===== config.mk =====
export PLATFORM = sky130hd
export DESIGN_NAME = seq_decoder
export DESIGN_NICKNAME = d
export VERILOG_FILES = /design/src/rtl/seq_decoder_pkg.sv /design/src/rtl/seq_decoder_dwell_cnt.sv /design/src/rtl/seq_decoder.sv
export SDC_FILE = /design/constraint.sdc
export NUM_CORES = 1
export LEC_CHECK = 0
export CAP_MARGIN = 10
export CORE_MARGIN = 2
export CORE_UTILIZATION = 64
export CTS_BUF_LIST = sky130_fd_sc_hd__clkbuf_2
export DETAILED_ROUTE_END_ITERATION = 16
export DONT_BUFFER_PORTS = 1
export GPL_TIMING_DRIVEN = 0
export PLACE_DENSITY_LB_ADDON = 0.08
export SLEW_MARGIN = 20
export SYNTH_ARGS = -nofsm -noshare
export SYNTH_HDL_FRONTEND = slang
export SYNTH_SLANG_ARGS = --single-unit

===== constraint.sdc =====
create_clock -name clk -period 2.27 [get_ports clk]
set_input_delay 0.454 -clock clk [delete_from_list [all_inputs] [get_ports clk]]
set_output_delay 0.454 -clock clk [all_outputs]
set_load 0.01 [all_outputs]

===== src/rtl/seq_decoder_pkg.sv =====
// Shared encodings for the seq_decoder block: FSM state and mode constants.
package seq_decoder_pkg;

    typedef enum logic [1:0] {
        ST_IDLE   = 2'd0,
        ST_DIRECT = 2'd1,
        ST_SCAN   = 2'd2
    } state_t;

    localparam logic MODE_DIRECT = 1'b0;
    localparam logic MODE_SCAN   = 1'b1;

endpackage


===== src/rtl/seq_decoder_dwell_cnt.sv =====
// Dwell counter for scan mode: counts enabled cycles and pulses step on the
// last cycle of each dwell period, then restarts from zero.
module seq_decoder_dwell_cnt #(
    parameter int DWELL = 4
) (
    input  logic clk,
    input  logic rst,
    input  logic en,
    input  logic clr,
    output logic step
);

    localparam int               CNT_W = (DWELL > 1) ? $clog2(DWELL) : 1;
    localparam logic [CNT_W-1:0] LAST  = CNT_W'(DWELL - 1);

    logic [CNT_W-1:0] cnt;

    // step is combinational so the index advances on the same edge the count clears
    assign step = en && (cnt == LAST);

    always_ff @(posedge clk or posedge rst) begin
        if (rst) begin
            cnt <= '0;
        end else if (clr) begin
            cnt <= '0;
        end else if (en) begin
            if (cnt == LAST) begin
                cnt <= '0;
            end else begin
                cnt <= cnt + CNT_W'(1);
            end
        end
    end

endmodule


===== src/rtl/seq_decoder.sv =====
// Registered N-to-M one-hot decoder with direct (strobed select) and scan modes.
// Optional macro SEQ_DECODER_DIR_EN adds a dir input so scan can count down.
module seq_decoder
    import seq_decoder_pkg::*;
#(
    parameter int SEL_W   = 3,
    parameter int NUM_OUT = 8,
    parameter int DWELL   = 4
) (
    input  logic               clk,
    input  logic               rst,
`ifdef SEQ_DECODER_DIR_EN
    input  logic               dir,
`endif
    input  logic               en,
    input  logic               mode,
    input  logic               sel_valid,
    input  logic [SEL_W-1:0]   sel,
    output logic [NUM_OUT-1:0] o,
    output logic [SEL_W-1:0]   idx,
    output logic               o_valid,
    output logic               err,
    output logic               wrap,
    output state_t             dbg_state
);

    localparam logic [SEL_W-1:0]   LAST_IDX  = SEL_W'(NUM_OUT - 1);
    localparam logic [SEL_W:0]     NUM_OUT_X = (SEL_W + 1)'(NUM_OUT);
    localparam logic [NUM_OUT-1:0] ONE       = NUM_OUT'(1);

    state_t           state;
    logic             scan_run;
    logic             scan_entry;
    logic             step;
    logic             sel_oor;
    logic [SEL_W-1:0] nxt_idx;
    logic             scan_wrap;

    assign dbg_state  = state;
    assign scan_run   = en && (mode == MODE_SCAN) && (state == ST_SCAN);
    assign scan_entry = en && (mode == MODE_SCAN) && (state != ST_SCAN);
    assign sel_oor    = {1'b0, sel} >= NUM_OUT_X;

    seq_decoder_dwell_cnt #(
        .DWELL(DWELL)
    ) u_dwell (
        .clk (clk),
        .rst (rst),
        .en  (scan_run),
        .clr (scan_entry),
        .step(step)
    );

    // Next scan index; wraps at both ends so idx never leaves 0..NUM_OUT-1
    always_comb begin
        nxt_idx   = idx + SEL_W'(1);
        scan_wrap = 1'b0;
`ifdef SEQ_DECODER_DIR_EN
        if (dir) begin
            if (idx == '0) begin
                nxt_idx   = LAST_IDX;
                scan_wrap = 1'b1;
            end else begin
                nxt_idx = idx - SEL_W'(1);
            end
        end else
`endif
        if (idx == LAST_IDX) begin
            nxt_idx   = '0;
            scan_wrap = 1'b1;
        end
    end

    always_ff @(posedge clk or posedge rst) begin
        if (rst) begin
            state   <= ST_IDLE;
            o       <= '0;
            idx     <= '0;
            o_valid <= 1'b0;
            err     <= 1'b0;
            wrap    <= 1'b0;
        end else if (!en) begin
            err  <= 1'b0;
            wrap <= 1'b0;
        end else begin
            err  <= 1'b0;
            wrap <= 1'b0;
            if (mode == MODE_SCAN) begin
                if (state != ST_SCAN) begin
                    state   <= ST_SCAN;
                    idx     <= '0;
                    o       <= ONE;
                    o_valid <= 1'b1;
                end else if (step) begin
                    idx  <= nxt_idx;
                    o    <= ONE << nxt_idx;
                    wrap <= scan_wrap;
                end
            end else if (sel_valid) begin
                // A strobe coinciding with leaving SCAN is honoured immediately
                state <= ST_DIRECT;
                if (sel_oor) begin
                    o       <= '0;
                    o_valid <= 1'b0;
                    err     <= 1'b1;
                end else begin
                    o       <= ONE << sel;
                    idx     <= sel;
                    o_valid <= 1'b1;
                end
            end else if (state == ST_SCAN) begin
                state <= ST_DIRECT;
            end
        end
    end

endmodule

==> results of run 1 <==
[Yosys cell counts (2+ instances only)]
cell and count:
a22o_1 2, buf_4 2, nand2_1 2, ha_1 8
a32o_1 5, nor2b_1 3, dfrtp_1 17, buf_6 2
mux2_4 3, nor2_1 4, a22o_2 2, mux2_2 5
mux2i_1 3, inv_1 8, o21ai_0 2, a21oi_1 3
[per-layer routing]
layer / track usage [%] / up-vias / share of wire [%]
met4: 9.091 / 0 / 0.71
met2: 31.34 / 15 / 49
met1: 25.75 / 300 / 46
li1: - / 315 / -
met5: 0 / - / 0
met3: 5.532 / 2 / 5.1
[power breakdown]
part / switching (W) / leakage, nW / internal [W] / total [W]
sequential: 0.0000507 / 0.218 / 0.000336 / 0.000387
combinational: 0.0000710 / 0.278 / 0.0000717 / 0.000143
clock: 0.0000857 / 0.0166 / 0.0000468 / 0.000132
[worst paths after layout]
check | depth (start not counted) | start | end | slack (ns)
min in group clk | 2 | en | wrap | 0.30
hold reg to reg | 2 | u_dwell.cnt[1] | u_dwell.cnt[1] | 0.51
hold / removal | 1 | rst | o_valid | 0.11
setup reg to reg | 5 | idx[0] | o[6] | 0.25
setup / recovery | 5 | idx[0] | o[6] | 0.25
max in group asynchronous | 1 | rst | dbg_state[0] | 1.77
[cells by family after synthesis]
family	count (synthesis)	share of synthesized area [%]
muxes	11	13.34
other	1	0.3808
buffers and inverters	12	6.861
DFF	17	43.20
and+or+nand+nor	17	10.42
adders and majority gates	8	10.17
AOI/OAI and AO/OA	20	15.63
[sequential cells by signal (all words and copies together), names as in the netlist]
signal,flops
dbg_state,2
idx,3
o,8
o_valid,1
u_dwell.cnt,2
wrap,1
[metrics by stage]
step	power, W	instances
2_1_floorplan	0.0005030	86
3_3_place_gp	0.0005296	102
3_5_place_dp	0.0005347	102
4_1_cts	0.0006705	106
5_1_grt	0.0006997	106
6_report	0.0006619	106
[cells in the final DEF, fill, tap and decap left out, drive strengths merged]
master,synthesis,layout
dfrtp,17,17
inv,8,8
ha,8,8
mux2,8,8
a32o,5,5
nor2,4,4
clkbuf,0,4
buf,4,4
a22o,4,4
nor2b,3,3
a21oi,3,3
mux2i,3,3
o21ai,3,3
nand2,2,2
and3b,1,1
nor3b,1,1
and4bb,1,1
a21boi,1,1
or2b,1,1
nor4,1,1
a21o,1,1
nand3b,1,1
nor3,1,1
o22ai,1,1
nand3,1,1
o31ai,1,1
o21bai,1,1
conb,1,1
[cell type report]
| class | count | area (um2) |
|---|---|---|
| inverters | 8 | 30.03 |
| plain buffers | 4 | 37.54 |
| flip-flops and latches | 17 | 425.4 |
| multi-input cells | 57 | 491.7 |
| fillers | 104 | 446.7 |
| well taps | 16 | 20.02 |
| clock buffers | 4 | 20.02 |
==> metrics.md, run 1 <==
| Metric | Value |
|---|---|
| Latest clock arrival within the worst-skew pair | 0.27 ns |
| Syn avg cell area | 11.45 um2 |
| CTS hold repair buffers | 0 |
| Crit path max-delay family | adder cells |
| Pin slew with the least headroom to its limit | 0.6075 ns |
| Layout area overhead | 4.066% |
| IO Count | 24 |
| Post-route ant nets | 0 |
| Clock transition time at the flip-flop clock pins of the worst setup and hold paths | 0.15 ns |
| Overall routing resource usage | 20.11% |
| Worst Skew | 0.0005025 ns |
| Setup Fix Bufs, Post-CTS | 0 |
| CTS buffer count | 3 |
| Yosys cell types | 31 |
| Setup slack at placement | 0.2815 ns |
| Die X | 43.23 um |
| CP Max Fanout | 6 |
| Rows | 14 |
| Die height | 43.23 um |
| Net count, final | 107 |
| WS Path Type | register to register |
| Layout cell share with drive strength beyond 1 | 22.22% |
| Startpoint types | register |
| H-tree levels | 1 |
| Resize count post-CTS | 0 |
| Max-slew headroom | 59.46% |
| Leakage | 0.5126 nW |
| Crit end category | register |
| Clk buf depth | 2 |
| Post-synth top area cell | dfrtp_1 |
| CP Data Required Time | 2.45 ns |
| Final Hold Vio Count | 0 |
| Core Region | 0.001471 mm2 |
| Drt initial violations | 15 |
| First-pass GRT wire length | 2842 um |
| Slowest stage delay, CP | 0.50 ns |
| RSZ-0062 raised after global routing | no |
| Ys flop type | dfrtp_1 |
| Antenna violations before repair | 0 |
| Clk sinks | 17 |
| Wire length per cell | 15.85 um |
| CP arrival | 2.20 ns |
| Hold Crit Class | primary input to asynchronous set/reset pin |
| Iteration count of the initial detailed-routing pass | 4 |
| Final slew viol count | 0 |
| CTS tree | built |
| Post-DP HPWL | 1225 um |
| Vias in the first global route | 649 |
| Synth top area cells | dfrtp_1 43%, ha_1 10%, mux2_2 5.7% |
| Remaining DRCs | 0 |
| Design Area, Final | 0.001025 mm2 |
| Final WL | 1680 um |
| Setup-failing EPs final | 0 |
| Yosys warning count | 0 |
| Final GP Congestion | 0.8166 |
| FFs w/ async S/R, synth | 100.0% |
| Syn nets | 102 |
| Min Hold Slack | 0.1132 ns |
| Period minus WS final | 2.018 ns |
| Via count | 632 |
| Overflow after GRT | 0 |
| Setup TNS | 0 ns |
| Post-synth EDFFs | 0 |
| DP Area | 0.001005 mm2 |
| Status | finished, final reports clean |
| Final worst slack | 0.2521 ns |
| Largest net degree at the start of global routing | 18 |
| CP Buf/Inv Count | 0 |
| Starting density of the core | 66.92% |
| FF+latch count, synth | 17 |
| IO Port Bufs | 0 |
| PwrDens | 645.9 mW/mm2 |
| Synth Instances | 86 |
| Peak supply drop | 0.4214 mV |
| DR vias/cell | 5.962 |
| Critical Path, Cell by Cell | ha_1, ha_1, and4bb_2, a22o_1, mux2_4 |
| Sequential area share after synthesis | 43.20% |
| Post-Syn Area | 984.7 um2 |
| Fmax | 0.4956 GHz |
| Max Cap Viol | 0 |
| Final worst path period share | 88.90% |
| DIE AREA | 0.001868 mm2 |
| CTS root buf | clkbuf_2 |
| Yosys top cell area share | 43.20% |
| Most common cell on crit path | ha_1 |
| Ant. Diodes | 0 |
| Post-layout util | 69.64% |
| CP max-delay cell | dfrtp_1 |
No activity file was read; power rests on OpenSTA's default activity.
==> run 2: changes to the inputs <==
Settings changed: CTS_CLUSTER_DIAMETER from default to 200, SYNTH_HIERARCHICAL from default to 1.
==> run 2 against run 1 <==
Worst hold slack got worse by 0.033 ns. Total power increased by 1.1%. Critical path depth unchanged.
==> metrics.md, run 2 <==
| Metric | Value |
|---|---|
| Status | finished, final reports clean |
| Via count | 652 |
| Post-synth top cells | 17 x dfrtp_1, 8 x inv_1, 8 x mux2_4 |
| Cells after DPL | 103 |
| Crit end category | register |
| Post-synth EDFFs | 0 |
| Worst Skew | 0.004522 ns |
| Period minus WS final | 2.029 ns |
| Fmax | 0.4928 GHz |
| Yosys top cell area share | 41.06% |
| Clk buf depth | 2 |
| Sequential area share after synthesis | 41.06% |
| Setup TNS | 0 ns |
| Drt initial violations | 11 |
| Ant. Diodes | 0 |
| Top-count cell post-synth | dfrtp_1 |
| WS Path Type | register to register |
| Final WL | 1710 um |
| CP Max Fanout | 6 |
| Wire length per cell | 15.83 um |
| Clock transition time at the flip-flop clock pins of the worst setup and hold paths | 0.15 ns |
| Top reg by flops | o |
| Post-DP HPWL | 1289 um |
| Ys flop type | dfrtp_1 |
| Final worst path period share | 89.40% |
| Final slew viol count | 0 |
| CTS root buf | clkbuf_2 |
| Syn nets | 102 |
| CP arrival | 2.27 ns |
| Die X | 44.24 um |
| Final GP Congestion | 0.7393 |
| DR vias/cell | 6.037 |
| Antenna violations before repair | 0 |
| CTS hold repair buffers | 1 |
| Resize count post-CTS | 0 |
| Largest regs | o x8, idx x3 |
| Net count, final | 108 |
| Overflow after GRT | 0 |
| Hold Crit Class | primary input to asynchronous set/reset pin |
| Design Area, Final | 0.001086 mm2 |
| Setup-failing EPs final | 0 |
| Yosys cell types | 34 |
| Non-Filler Instances | 108 |
| Setup Fix Bufs, Post-CTS | 0 |
| Syn avg cell area | 11.91 um2 |
| IO Count | 24 |
| Power Total | 0.0006695 W |
| PwrDens | 616.5 mW/mm2 |
| CP Data Required Time | 2.51 ns |
| Layout cell share with drive strength beyond 1 | 23.91% |
| Max Cap Viol | 0 |
| DIE AREA | 0.001957 mm2 |
| Post-Syn Area | 0.001036 mm2 |
| Synth top area cells | dfrtp_1 41%, mux2_4 12%, ha_1 8.5% |
| Core Region | 0.001506 mm2 |
| Overall routing resource usage | 20.09% |
| FFs w/ async S/R, synth | 100.0% |
| Fillers | 112 |
| Rows | 14 |
| Pin slew with the least headroom to its limit | 0.5615 ns |
| Post-synth top area cell | dfrtp_1 |
| Startpoint types | register |
| FF+latch count, synth | 17 |
| Latest clock arrival within the worst-skew pair | 0.29 ns |
| First-pass GRT wire length | 2808 um |
| Largest net degree at the start of global routing | 16 |
| Iteration count of the initial detailed-routing pass | 3 |
| Remaining DRCs | 0 |
| H-tree levels | 1 |
| CTS tree | built |
| Starting density of the core | 68.77% |
| Clk sinks | 17 |
| Commonest non-fill, non-tap cells in the layout | 17 x dfrtp_1, 8 x inv_1, 8 x mux2_4 |
| Die height | 44.24 um |
| Post-route ant nets | 0 |
| Leakage | 0.5423 nW |
| RSZ-0062 raised after global routing | no |
| Final Hold Vio Count | 0 |
| IO Port Bufs | 0 |
| Vias in the first global route | 623 |
| Max-slew headroom | 62.05% |
| Commonest non-fill, non-tap cell in the layout | dfrtp_1 |
| DP Area | 0.001056 mm2 |
| CTS buffer count | 3 |
| Layout area overhead | 4.831% |
| Yosys warning count | 6 |
| Synth Instances | 87 |
| Max reg flops | 8 |
| Peak supply drop | 0.3957 mV |
## run 2: final timing paths
path | slack [ns] | endpoint | depth (start not counted) | start
setup / recovery | 0.24 | o[1] | 5 | idx[0]
max in group asynchronous | 1.73 | u_dwell/cnt[0] | 2 | rst
setup reg to reg | 0.24 | o[1] | 5 | idx[0]
hold / removal | 0.08 | dbg_state[1] | 1 | rst
hold reg to reg | 0.57 | o_valid | 1 | o_valid
min in group clk | 0.30 | dbg_state[1] | 1 | en
## run 2: critical path: stages (launching register included)
cell      delay (ns)
dfrtp_1         0.51
ha_1            0.24
ha_1            0.31
nor4bb_1        0.53
a22o_1          0.25
mux2_4          0.14
## run 2: layer usage
metal,global-route usage [%],up-vias,wire length [um]
li1,-,318,-
met4,3.636,0,9
met5,0,-,0
met3,10.20,2,118
met1,27.37,311,839
met2,29.12,21,742
## run 2: layout make-up
| cell class | count | area (um2) | share of cell area [%] |
|---|---|---|---|
| Multi-Input combinational cell | 58 | 530.5 | 48.85 |
| Buffer | 4 | 50.05 | 4.608 |
| Timing Repair Buffer | 1 | 10.01 | 0.9217 |
| Inverter | 8 | 30.03 | 2.765 |
| Clock inverter | 1 | 5.005 | 0.4608 |
| Tap cell | 16 | 20.02 | 1.843 |
| Sequential cell | 17 | 425.4 | 39.17 |
| Clock buffer | 3 | 15.01 | 1.382 |
## run 2: per-stage QoR
stage / hold slack (ns) / setup WS [ns] / util, %
after detailed placement: 0.2025 / 0.2726 / 70.10
after global routing: 0.1064 / 0.1717 / 72.09
after CTS: 0.08489 / 0.2477 / 72.09
final: 0.08018 / 0.2407 / 72.09
after global placement: 0.1974 / 0.2936 / 70.10
after floorplan: 0.1952 / 0.3709 / -
## run 2: cells by family (layout without fill, tap and decap cells)
logic type               Yosys count  after routing  share of synthesized area [%]
other                              1              1                         0.3620
AND/OR/NAND/NOR                   18             18                          11.23
flip-flops                        17             17                          41.06
AO/OA/AOI/OAI                     20             20                          15.58
adder cells (fa/ha/maj)            7              7                          8.454
multiplexers                      12             12                          15.58
buffers and inverters             12             17                          7.730
## run 2: report_power, final
group          switching [W]  internal, W
Sequential         0.0000511     0.000336
Clock              0.0000873    0.0000399
Combinational      0.0000710    0.0000846
Total               0.000209     0.000460
